$ cat src/rtl/fpu_pkg.sv
// fpu_pkg: definitions shared by the FPU-side arbiters (FPMUL now, FPADD/FPDIV later).
//   - state encoding for the issue/wait/respond sequencer
//   - bit positions inside the 6-bit flag word {OF,UF,NaNF,InfF,DNF,ZF}
//   - operand width and flag-word width
package fpu_pkg;

  localparam int DATA_W = 32;
  localparam int FLAG_W = 6;

  // Flag bit positions, MSB first as the FPU units emit them.
  localparam int FLG_OF   = 5;
  localparam int FLG_UF   = 4;
  localparam int FLG_NANF = 3;
  localparam int FLG_INFF = 2;
  localparam int FLG_DNF  = 1;
  localparam int FLG_ZF   = 0;

  typedef logic [1:0] state_t;

  localparam state_t IDLE  = 2'd0;
  localparam state_t ISSUE = 2'd1;
  localparam state_t WAIT  = 2'd2;
  localparam state_t RESP  = 2'd3;

endpackage

$ cat src/rtl/rr_pick.sv
// rr_pick: combinational round-robin selector.
//   req   [NUM_REQ] : request levels
//   ptr   [ID_W]    : highest-priority index (must be < NUM_REQ)
//   valid           : some request is set
//   idx   [ID_W]    : first set request at or after ptr, wrapping around
module rr_pick #(
  parameter int NUM_REQ = 4,
  parameter int ID_W    = 2
) (
  input  logic [NUM_REQ-1:0] req,
  input  logic [ID_W-1:0]    ptr,
  output logic               valid,
  output logic [ID_W-1:0]    idx
);

  // slot[k] is the requester index that sits k places after ptr.
  logic [ID_W-1:0] slot [NUM_REQ];

  genvar gi;
  generate
    for (gi = 0; gi < NUM_REQ; gi++) begin : g_slot
      logic [ID_W:0] sum;
      assign sum = {1'b0, ptr} + (ID_W+1)'(gi);
      // ptr < NUM_REQ, so one conditional subtract is a full modulo.
      assign slot[gi] = (sum >= (ID_W+1)'(NUM_REQ)) ? ID_W'(sum - (ID_W+1)'(NUM_REQ))
                                                    : sum[ID_W-1:0];
    end
  endgenerate

  // Walk from the farthest slot to the nearest so the nearest set one wins.
  always_comb begin
    valid = 1'b0;
    idx   = '0;
    for (int k = NUM_REQ - 1; k >= 0; k--) begin
      if (req[slot[k]]) begin
        valid = 1'b1;
        idx   = slot[k];
      end
    end
  end

endmodule

$ cat src/rtl/fpmul_arbiter.sv
// fpmul_arbiter: round-robin arbiter/sequencer sharing one FPMUL among NUM_REQ clients.
//   Clk, Rst             : clock, synchronous active-high reset
//   Req/Req_A/Req_B      : per-client request level and packed operand pairs (slot i = [32i+31:32i])
//   Gnt                  : one-hot pulse, operands of that client were taken
//   Rsp_Valid/Rsp_Id     : one-hot response pulse and index of the responding client
//   Rsp_P/Rsp_Flags      : captured product and flags (held until the next response)
//   Rsp_Err              : response produced by the watchdog, not by the multiplier
//   Busy                 : sequencer is not idle
//   Mul_A/Mul_B/Mul_Start: drive the shared FPMUL
//   Mul_P/Mul_Flags/Mul_Done : FPMUL result, Done is a one-cycle pulse
// Every output is a flop. One operation is in flight at a time; Start only pulses in ISSUE.
module fpmul_arbiter
  import fpu_pkg::*;
#(
  parameter int NUM_REQ = 4,
  parameter int ID_W    = 2,
  parameter int TIMEOUT = 16
) (
  input  logic                    Clk,
  input  logic                    Rst,
  input  logic [NUM_REQ-1:0]      Req,
  input  logic [NUM_REQ*32-1:0]   Req_A,
  input  logic [NUM_REQ*32-1:0]   Req_B,
  output logic [NUM_REQ-1:0]      Gnt,
  output logic [NUM_REQ-1:0]      Rsp_Valid,
  output logic [ID_W-1:0]         Rsp_Id,
  output logic [DATA_W-1:0]       Rsp_P,
  output logic [FLAG_W-1:0]       Rsp_Flags,
  output logic                    Rsp_Err,
  output logic                    Busy,
  output logic [DATA_W-1:0]       Mul_A,
  output logic [DATA_W-1:0]       Mul_B,
  output logic                    Mul_Start,
  input  logic [DATA_W-1:0]       Mul_P,
  input  logic [FLAG_W-1:0]       Mul_Flags,
  input  logic                    Mul_Done
);

  localparam int CNT_W = $clog2(TIMEOUT + 1);

  // Unpacked views of the operand buses.
  logic [DATA_W-1:0] req_a_arr [NUM_REQ];
  logic [DATA_W-1:0] req_b_arr [NUM_REQ];

  genvar gi;
  generate
    for (gi = 0; gi < NUM_REQ; gi++) begin : g_unpack
      assign req_a_arr[gi] = Req_A[32*gi +: 32];
      assign req_b_arr[gi] = Req_B[32*gi +: 32];
    end
  endgenerate

  // Sequencer state and datapath flops.
  state_t              state_q,     state_d;
  logic [ID_W-1:0]     ptr_q,       ptr_d;
  logic [ID_W-1:0]     id_q,        id_d;
  logic [CNT_W-1:0]    cnt_q,       cnt_d;
  logic [DATA_W-1:0]   mul_a_q,     mul_a_d;
  logic [DATA_W-1:0]   mul_b_q,     mul_b_d;
  logic                mul_start_q, mul_start_d;
  logic [NUM_REQ-1:0]  gnt_q,       gnt_d;
  logic [NUM_REQ-1:0]  rsp_valid_q, rsp_valid_d;
  logic [ID_W-1:0]     rsp_id_q,    rsp_id_d;
  logic [DATA_W-1:0]   rsp_p_q,     rsp_p_d;
  logic [FLAG_W-1:0]   rsp_flags_q, rsp_flags_d;
  logic                rsp_err_q,   rsp_err_d;
  logic                busy_q,      busy_d;

  logic                pick_valid;
  logic [ID_W-1:0]     pick_idx;
  logic                timed_out;

  rr_pick #(
    .NUM_REQ (NUM_REQ),
    .ID_W    (ID_W)
  ) u_rr_pick (
    .req   (Req),
    .ptr   (ptr_q),
    .valid (pick_valid),
    .idx   (pick_idx)
  );

  assign timed_out = (cnt_q == CNT_W'(TIMEOUT));

  // State register.
  always_ff @(posedge Clk) begin
    if (Rst) begin
      state_q     <= IDLE;
      ptr_q       <= '0;
      id_q        <= '0;
      cnt_q       <= '0;
      mul_a_q     <= '0;
      mul_b_q     <= '0;
      mul_start_q <= 1'b0;
      gnt_q       <= '0;
      rsp_valid_q <= '0;
      rsp_id_q    <= '0;
      rsp_p_q     <= '0;
      rsp_flags_q <= '0;
      rsp_err_q   <= 1'b0;
      busy_q      <= 1'b0;
    end else begin
      state_q     <= state_d;
      ptr_q       <= ptr_d;
      id_q        <= id_d;
      cnt_q       <= cnt_d;
      mul_a_q     <= mul_a_d;
      mul_b_q     <= mul_b_d;
      mul_start_q <= mul_start_d;
      gnt_q       <= gnt_d;
      rsp_valid_q <= rsp_valid_d;
      rsp_id_q    <= rsp_id_d;
      rsp_p_q     <= rsp_p_d;
      rsp_flags_q <= rsp_flags_d;
      rsp_err_q   <= rsp_err_d;
      busy_q      <= busy_d;
    end
  end

  // Next state, arbitration and operand latching.
  always_comb begin
    state_d = state_q;
    ptr_d   = ptr_q;
    id_d    = id_q;
    cnt_d   = cnt_q;
    mul_a_d = mul_a_q;
    mul_b_d = mul_b_q;
    case (state_q)
      IDLE: begin
        if (pick_valid) begin
          state_d = ISSUE;
          id_d    = pick_idx;
          ptr_d   = (pick_idx == ID_W'(NUM_REQ - 1)) ? '0 : pick_idx + 1'b1;
          mul_a_d = req_a_arr[pick_idx];
          mul_b_d = req_b_arr[pick_idx];
        end
      end
      ISSUE: begin
        state_d = WAIT;
        cnt_d   = '0;
      end
      WAIT: begin
        // Done has priority over the watchdog when both land together.
        if (Mul_Done || timed_out) begin
          state_d = RESP;
        end else begin
          cnt_d = cnt_q + 1'b1;
        end
      end
      default: begin
        state_d = IDLE;
      end
    endcase
  end

  // Registered outputs, computed from the transition being taken.
  always_comb begin
    gnt_d       = '0;
    mul_start_d = 1'b0;
    rsp_valid_d = '0;
    rsp_err_d   = 1'b0;
    rsp_id_d    = rsp_id_q;
    rsp_p_d     = rsp_p_q;
    rsp_flags_d = rsp_flags_q;
    busy_d      = (state_d != IDLE);

    if (state_q == IDLE && state_d == ISSUE) begin
      gnt_d[id_d] = 1'b1;
      mul_start_d = 1'b1;
    end

    if (state_q == WAIT && state_d == RESP) begin
      rsp_valid_d[id_q] = 1'b1;
      rsp_id_d          = id_q;
      if (Mul_Done) begin
        rsp_p_d     = Mul_P;
        rsp_flags_d = Mul_Flags;
      end else begin
        rsp_p_d     = '0;
        rsp_flags_d = '0;
        rsp_err_d   = 1'b1;
      end
    end
  end

  assign Gnt       = gnt_q;
  assign Rsp_Valid = rsp_valid_q;
  assign Rsp_Id    = rsp_id_q;
  assign Rsp_P     = rsp_p_q;
  assign Rsp_Flags = rsp_flags_q;
  assign Rsp_Err   = rsp_err_q;
  assign Busy      = busy_q;
  assign Mul_A     = mul_a_q;
  assign Mul_B     = mul_b_q;
  assign Mul_Start = mul_start_q;

endmodule

$ cat config.mk
export PLATFORM = sky130hd
export DESIGN_NAME = fpmul_arbiter
export DESIGN_NICKNAME = d
export VERILOG_FILES = /design/src/rtl/fpu_pkg.sv /design/src/rtl/rr_pick.sv /design/src/rtl/fpmul_arbiter.sv
export SDC_FILE = /design/constraint.sdc
export NUM_CORES = 1
export LEC_CHECK = 0
export ABC_AREA = 1
export CORE_AREA = 2 2 159 161
export CTS_CLUSTER_SIZE = 24
export DETAILED_ROUTE_END_ITERATION = 10
export DIE_AREA = 0 0 161 163
export SYNTH_ARGS = -nofsm -noshare
export SYNTH_HDL_FRONTEND = slang
export SYNTH_HIERARCHICAL = 1
export SYNTH_SLANG_ARGS = --single-unit
$ cat constraint.sdc
create_clock -name Clk -period 3 [get_ports Clk]
set_clock_uncertainty 0.05 [all_clocks]
set_input_delay 0.75 -clock Clk [delete_from_list [all_inputs] [get_ports Clk]]
set_output_delay 0.75 -clock Clk [all_outputs]
set_load 0.03 [all_outputs]
# Word-level counts from Yosys, hierarchy flattened
# Cells that the tools add are included.
[classes] n_lt_le_gt_ge=13 n_reduce_logical=12 muxes=42 addsub=9 eq_ne=7 bitwise_logic=3
[op_table] op="$mux 32" n=5
[op_table] op="$bmux 32 s2" n=2
[op_table] op="$mux 2" n=13
[op_table] op="$lt 2x3->1 const B" n=6
[op_table] op="$ge 3x3->1 const B" n=4
[op_table] op="$mux 1" n=12
[op_table] op="$pmux 5 s2" n=1
[op_table] op="$bmux 1 s2" n=4
[op_table] op="$sub 2x1->2 const B" n=4
[op_table] op="$add 2x2->3 const B" n=2
[op_table] op="$eq 2x2->1 const B" n=3
[op_table] op="$mux 6" n=1
[op_table] op="$pmux 2 s3" n=1
[op_table] op="$add 5x1->5 const B" n=1
[op_table] op="$eq 5x5->1 const B" n=1
[op_table] op="$mux 5" n=1
[op_table] op="$demux 1 s2" n=2
[op_table] op="$eq 2x1->1 const B" n=2
[op_table] op="$ge 2x1->1 const B" n=2
[op_table] op="$logic_and 1x1->1" n=4
[op_table] op="$reduce_and 2->1" n=2
[op_table] op="$reduce_bool 2->1" n=2
[op_table] op="$reduce_or 2->1" n=2
[op_table] op="$add 2x1->3 const B" n=1
[op_table] op="other kinds (7)" n=8
[totals] reg_bits=126

# Longest topological paths before layout
[depth] word_depth=15 mapped_depth=18 ltp_nobuf=16

# By module
# Netlist, hierarchy kept.
[modules_own_cells] mod="fpmul_arbiter" cells_per_inst=1060 instances=1 area_per_inst_um2=6666.4
[modules_own_cells] mod="rr_pick" cells_per_inst=46 instances=1 area_per_inst_um2=212.7

# Worst setup path before layout
# OpenSTA, ideal clock, no wires.
[synth_timing] kind="input-to-reg" from="input Req[3]" to="register mul_a_q[11], in the netlist Mul_A[11]" required_time_ns=2.835 arrival_time_ns=2.245 path_stages=18 setup_time_ns=0.115 path_slack_ns=0.590 cell_sequence="inv_1 -> nand2_2 -> and2_4 -> nand2_2 -> nand2_2 -> clkinv_2 -> nand2_1 -> nand2_1 -> nand2_1 -> buf_6 -> buf_4 -> buf_4 -> nor2_1 -> nor2_1 -> o21ai_0 -> o21ai_0 -> o21ai_0 -> inv_1"
[synth_via] elab_chain_len=10 word_cells_on_any_way=21 classes_between="mux: 19; bitwise: 1; reduce/logical: 1"
[synth_lines] item="start, declared" line="fpmul_arbiter.sv:21" source="input logic [NUM_REQ-1:0] Req,"
[synth_lines] item="$bmux 1 s2" line="rr_pick.sv:35" source="if (req[slot[k]]) begin"
[synth_lines] item="$mux 1 (implied by the code)" line="rr_pick.sv:35"
[synth_lines] item="$mux 2 (3 in a row)" line="rr_pick.sv:35"
[synth_lines] item="$mux 2 (*)" line="rr_pick.sv:35"
[synth_lines] item="net pick_idx[0]" line="fpmul_arbiter.sv:70" source="logic [ID_W-1:0] pick_idx;"
[synth_lines] item="$not 2->3 (implied by the code) (*)" line="fpmul_arbiter.sv:134" source="mul_a_d = req_a_arr[pick_idx];"
[synth_lines] item="$bmux 32 s2 (*)" line="fpmul_arbiter.sv:134"
[synth_lines] item="$mux 32 (implied by the code) (*) (2 in a row)" line="fpmul_arbiter.sv:134"
[synth_lines] item="end signal, assigned" line="fpmul_arbiter.sv:107" source="mul_a_q <= mul_a_d;"
[synth_lines] item="end, declared" line="fpmul_arbiter.sv:58" source="logic [DATA_W-1:0] mul_a_q, mul_a_d;"
# Mark *: on every way through the listed nets, which the timed path passes. The rest lies on a longest branch. The select of a mux whose other input is x is not followed.
# A chain may end at the register's enable or synchronous reset.

# Worst setup path in the final report
[layout_timing] from="input Req[2]" to="register mul_b_q[10], in the netlist Mul_B[10]"
[layout_via] elab_chain_len=10 word_cells_on_any_way=21 classes_between="mux: 19; bitwise: 1; reduce/logical: 1"
[layout_lines] item="$bmux 1 s2" line="rr_pick.sv:35"
[layout_lines] item="$mux 1 (implied by the code)" line="rr_pick.sv:35"
[layout_lines] item="$mux 2 (3 in a row)" line="rr_pick.sv:35"
[layout_lines] item="$mux 2 (*)" line="rr_pick.sv:35"
[layout_lines] item="net pick_idx[0]" line="fpmul_arbiter.sv:70"
[layout_lines] item="$not 2->3 (implied by the code) (*)" line="fpmul_arbiter.sv:135" source="mul_b_d = req_b_arr[pick_idx];"
[layout_lines] item="$bmux 32 s2 (*)" line="fpmul_arbiter.sv:135"
[layout_lines] item="$mux 32 (implied by the code) (*) (2 in a row)" line="fpmul_arbiter.sv:135"
[layout_lines] item="end signal, assigned" line="fpmul_arbiter.sv:108" source="mul_b_q <= mul_b_d;"
[layout_lines] item="end, declared" line="fpmul_arbiter.sv:59" source="logic [DATA_W-1:0] mul_b_q, mul_b_d;"
# Marks and branches as above.

==> flow_summary.toml <==
[synth]
synth-seq-cells = 126
synth_fa_ha_area_share_pct = 1.27
synth_cells = 1106
yosysSeqAreaShare_pct = 36.7
synth_edf_count = 0
synth_area_leaders = "dfxtp_1 (37%), nor2_1 (19%), o21ai_0 (16%), o21ai_1 (6.0%), inv_1 (4.7%)"
synth_top_family_by_area = "simple AND/OR/NAND/NOR gates"
synth_mux_area_share_pct = 0
yosysWarnings = 6
synthesis.nets = 1414
synthFlopType = "dfxtp_1"
synth-async-reset-ratio_pct = 0
syn_area_um2 = 6880
synth_top_cell_by_area = "dfxtp_1"
synth.most_common_cell = "nor2_1"
yosys-top-cells-count = "nor2_1 (342), o21ai_0 (218), dfxtp_1 (126), inv_1 (86), o21ai_1 (83)"
synth-xor-area-share_pct = 0.127
syn-mean-instance-area_um2 = 6.22
synth_cell_types = 29
synth-simple-area-share_pct = 28.3
synth_top_area_share_pct = 36.7
synth_compound_area_share_pct = 22.9

[global_route]
grt_overflow = 0
antenna_found_initial = 3
first_global_vias = 8354
grt_pass1_wl_mm = 45.8
grt_max_degree = 66
track_usage_pct = 22.5

[critical_path]
startpoint = "Req[2]"
worst_setup_path_end_kind = "flip-flop"
arrival_ns = 2.91
required_ns = 3.26
r2r-start = "ptr_q[0]"
cpPeakStageDelay_ns = 0.47
crit_end = "Mul_B[10]"
cp_max_fo = 34
start_kind = "input pin"
worst-setup-path-type = "input pin to flip-flop"
rrSetupSlack_ns = 0.40
critical_path.cell_chain = "clkdlybuf4s50_1, inv_1, nand2_1, and2_4, nand2_2, nand2_2, clkinv_2, nand3_1, nand2_4, buf_12, buf_12, o21ai_0, o21ai_0, o21ai_1, inv_1"
r2r_end = "Mul_B[10]"
worstRegToRegCells = 14
cpMaxStageDelayCell = "clkdlybuf4s50_1"

[cts]
cts-root-buf = "clkbuf_16"
cts-resized-gates = 0
cts_buffer_depth = 2
postCtsSetupRepairBufs = 0
clkSlewWorstSetupHoldPaths_ns = 0.06
cts_tree = "done"
insertion_delay_ns = 0.41
h-tree-depth = 4
numCtsBuffers = 17
hold_buffers = 0
cts_sinks = 126

[detailed_routing]
wl_per_cell_um = 16.4
drtPass1Iterations = 5
vias = 8555
routed_wl_mm = 30.5
ant_nets = 0
post-route-drc-count = 0
drt-initial-drc-count = 629
viasPerCell = 4.61

[die]
num_rows = 58
io_pins = 416
initial_utilization_pct = 27.9
core-area_um2 = 24700
die_h_um = 163
die-area_um2 = 26200
die_width_um = 161

[final_layout]
fin_util_pct = 49.5
n_fill_cell = 2470
nets = 1818
drive_gt1_share_pct = 6.50
regArea_um2 = 2520
multi_input_area_um2 = 3640
layout.cells.non_filler = 1855
area_growth_syn_to_layout_pct = 77.6

[timing]
finalSetupViolCount = 0
worst_slew_pin_slew_ns = 0.623
fin_crit_ns = 2.65
fmax_ghz = 0.377
rsz0062_at_grt = "no"
maxSlewHeadroom_pct = 58.5
hold_viol_final = 0
post-route-period-util_pct = 88.4
slew_violations = 0

[pwr]
leakage_nw = 5.16
p_per_area_nw_per_um2 = 994
peakVddDrop_v = 0.000454

[min_path]
hp-class = "flip-flop to flip-flop"

[place]
place.gp.congestion = 0.909
dp_hpwl_mm = 23.5
io_buffers = 415
placed_cells = 1821

[run_status]
outcome = "finished, final reports clean"

[run]
cap_violations = 0
[through the flow]
step           setup TNS, ns  power (W)  hold slack (ns)  cell area, µm²  setup WS (ns)
6_report                   0     0.0121            0.423           12200          0.347
5_1_grt                    0     0.0131            0.448           12200          0.163
4_1_cts                    0     0.0122            0.426           12200          0.356
3_5_place_dp          -0.219    0.00992            0.418           11600        -0.0851
3_3_place_gp          -0.196    0.00986            0.413           11600         -0.108
2_1_floorplan              0    0.00684            0.389            6880          0.590
[critical path, delay by kind of cell]
kind                   cells  cell delay (ns)
AO/OA/AOI/OAI              3             0.63
buffers and inverters      6             0.95
AND/OR/NAND/NOR            6             0.55
[cells by family (layout without fill, tap and decap cells)]
group	Yosys count	count (layout)
buffers and inverters	171	587
other	0	3
xor gates and xnor gates	1	1
adders and majority gates	7	7
and+or+nand+nor	489	489
AOI/OAI and AO/OA	312	312
DFF	126	126
[registers in the layout (all words and copies together), names as in the netlist]
signal	flops
Mul_Start	1
cnt_q	5
Rsp_Flags	6
Rsp_Err	1
ptr_q	2
Mul_A	32
Rsp_Id	2
Gnt	4
state_q	2
Rsp_Valid	4
Busy	1
Mul_B	32
id_q	2
Rsp_P	32
[power breakdown]
| part | leakage (nW) | total (W) | internal [W] | switching, W |
|---|---|---|---|---|
| combinational | 3.82 | 0.00752 | 0.00299 | 0.00453 |
| clock | 0.299 | 0.00224 | 0.00141 | 0.000821 |
| sequential | 1.03 | 0.00239 | 0.00212 | 0.000262 |
| total | 5.16 | 0.0121 | 0.00653 | 0.00561 |
[final cells by class]
type	count	share of cell area [%]
Timing Repair Buffer	466	38.2
Tap cell	330	3.38
Antenna cell	3	0.0615
Clock buffer	18	3.60
Inverter	90	2.79
Multi-Input combinational cell	809	29.8
Sequential cell	126	20.6
Clock inverter	13	1.54
[worst min-delay path by stage]
| stage | startpoint | endpoint | slack (ns) | cells after the start |
|---|---|---|---|---|
| 3_5_place_dp | Rsp_P[3] | Rsp_P[3] | 0.42 | 2 |
| 5_1_grt | Rsp_P[1] | Rsp_P[1] | 0.45 | 2 |
| 4_1_cts | Rsp_P[30] | Rsp_P[30] | 0.43 | 2 |
| 2_1_floorplan | id_q[1] | Rsp_Valid[1] | 0.39 | 1 |
| 6_report | Rsp_P[8] | Rsp_P[8] | 0.42 | 2 |
| 3_3_place_gp | Rsp_P[19] | Rsp_P[19] | 0.41 | 2 |
[routing by layer]
metal	vias to the layer above	wire length, µm	global-route usage, %	share of wire [%]
li1	4367	-	-	-
met1	3842	12200	25.7	40
met2	301	14900	38.9	49
met3	45	2640	7.84	8.7
met4	0	752	8.36	2.5
met5	-	0	0	0
[cell usage in the layout (no fill, tap or decap), types with 3 or more instances in the layout]
cell and instances:
nor2_1 342, nand2_2 5, nor3_1 4, clkinv_2 4, o21ai_0 218, nand3_1 54, bufinv_16 4, inv_2 3
inv_1 85, nand2_1 77, inv_6 3, buf_4 40, ha_1 7, diode_2 3, a21oi_1 7, clkinvlp_4 3
o21ai_1 83, clkdlybuf4s50_1 414, dfxtp_1 126, buf_12 11, clkbuf_16 17
(Power assumes the default switching activity.)
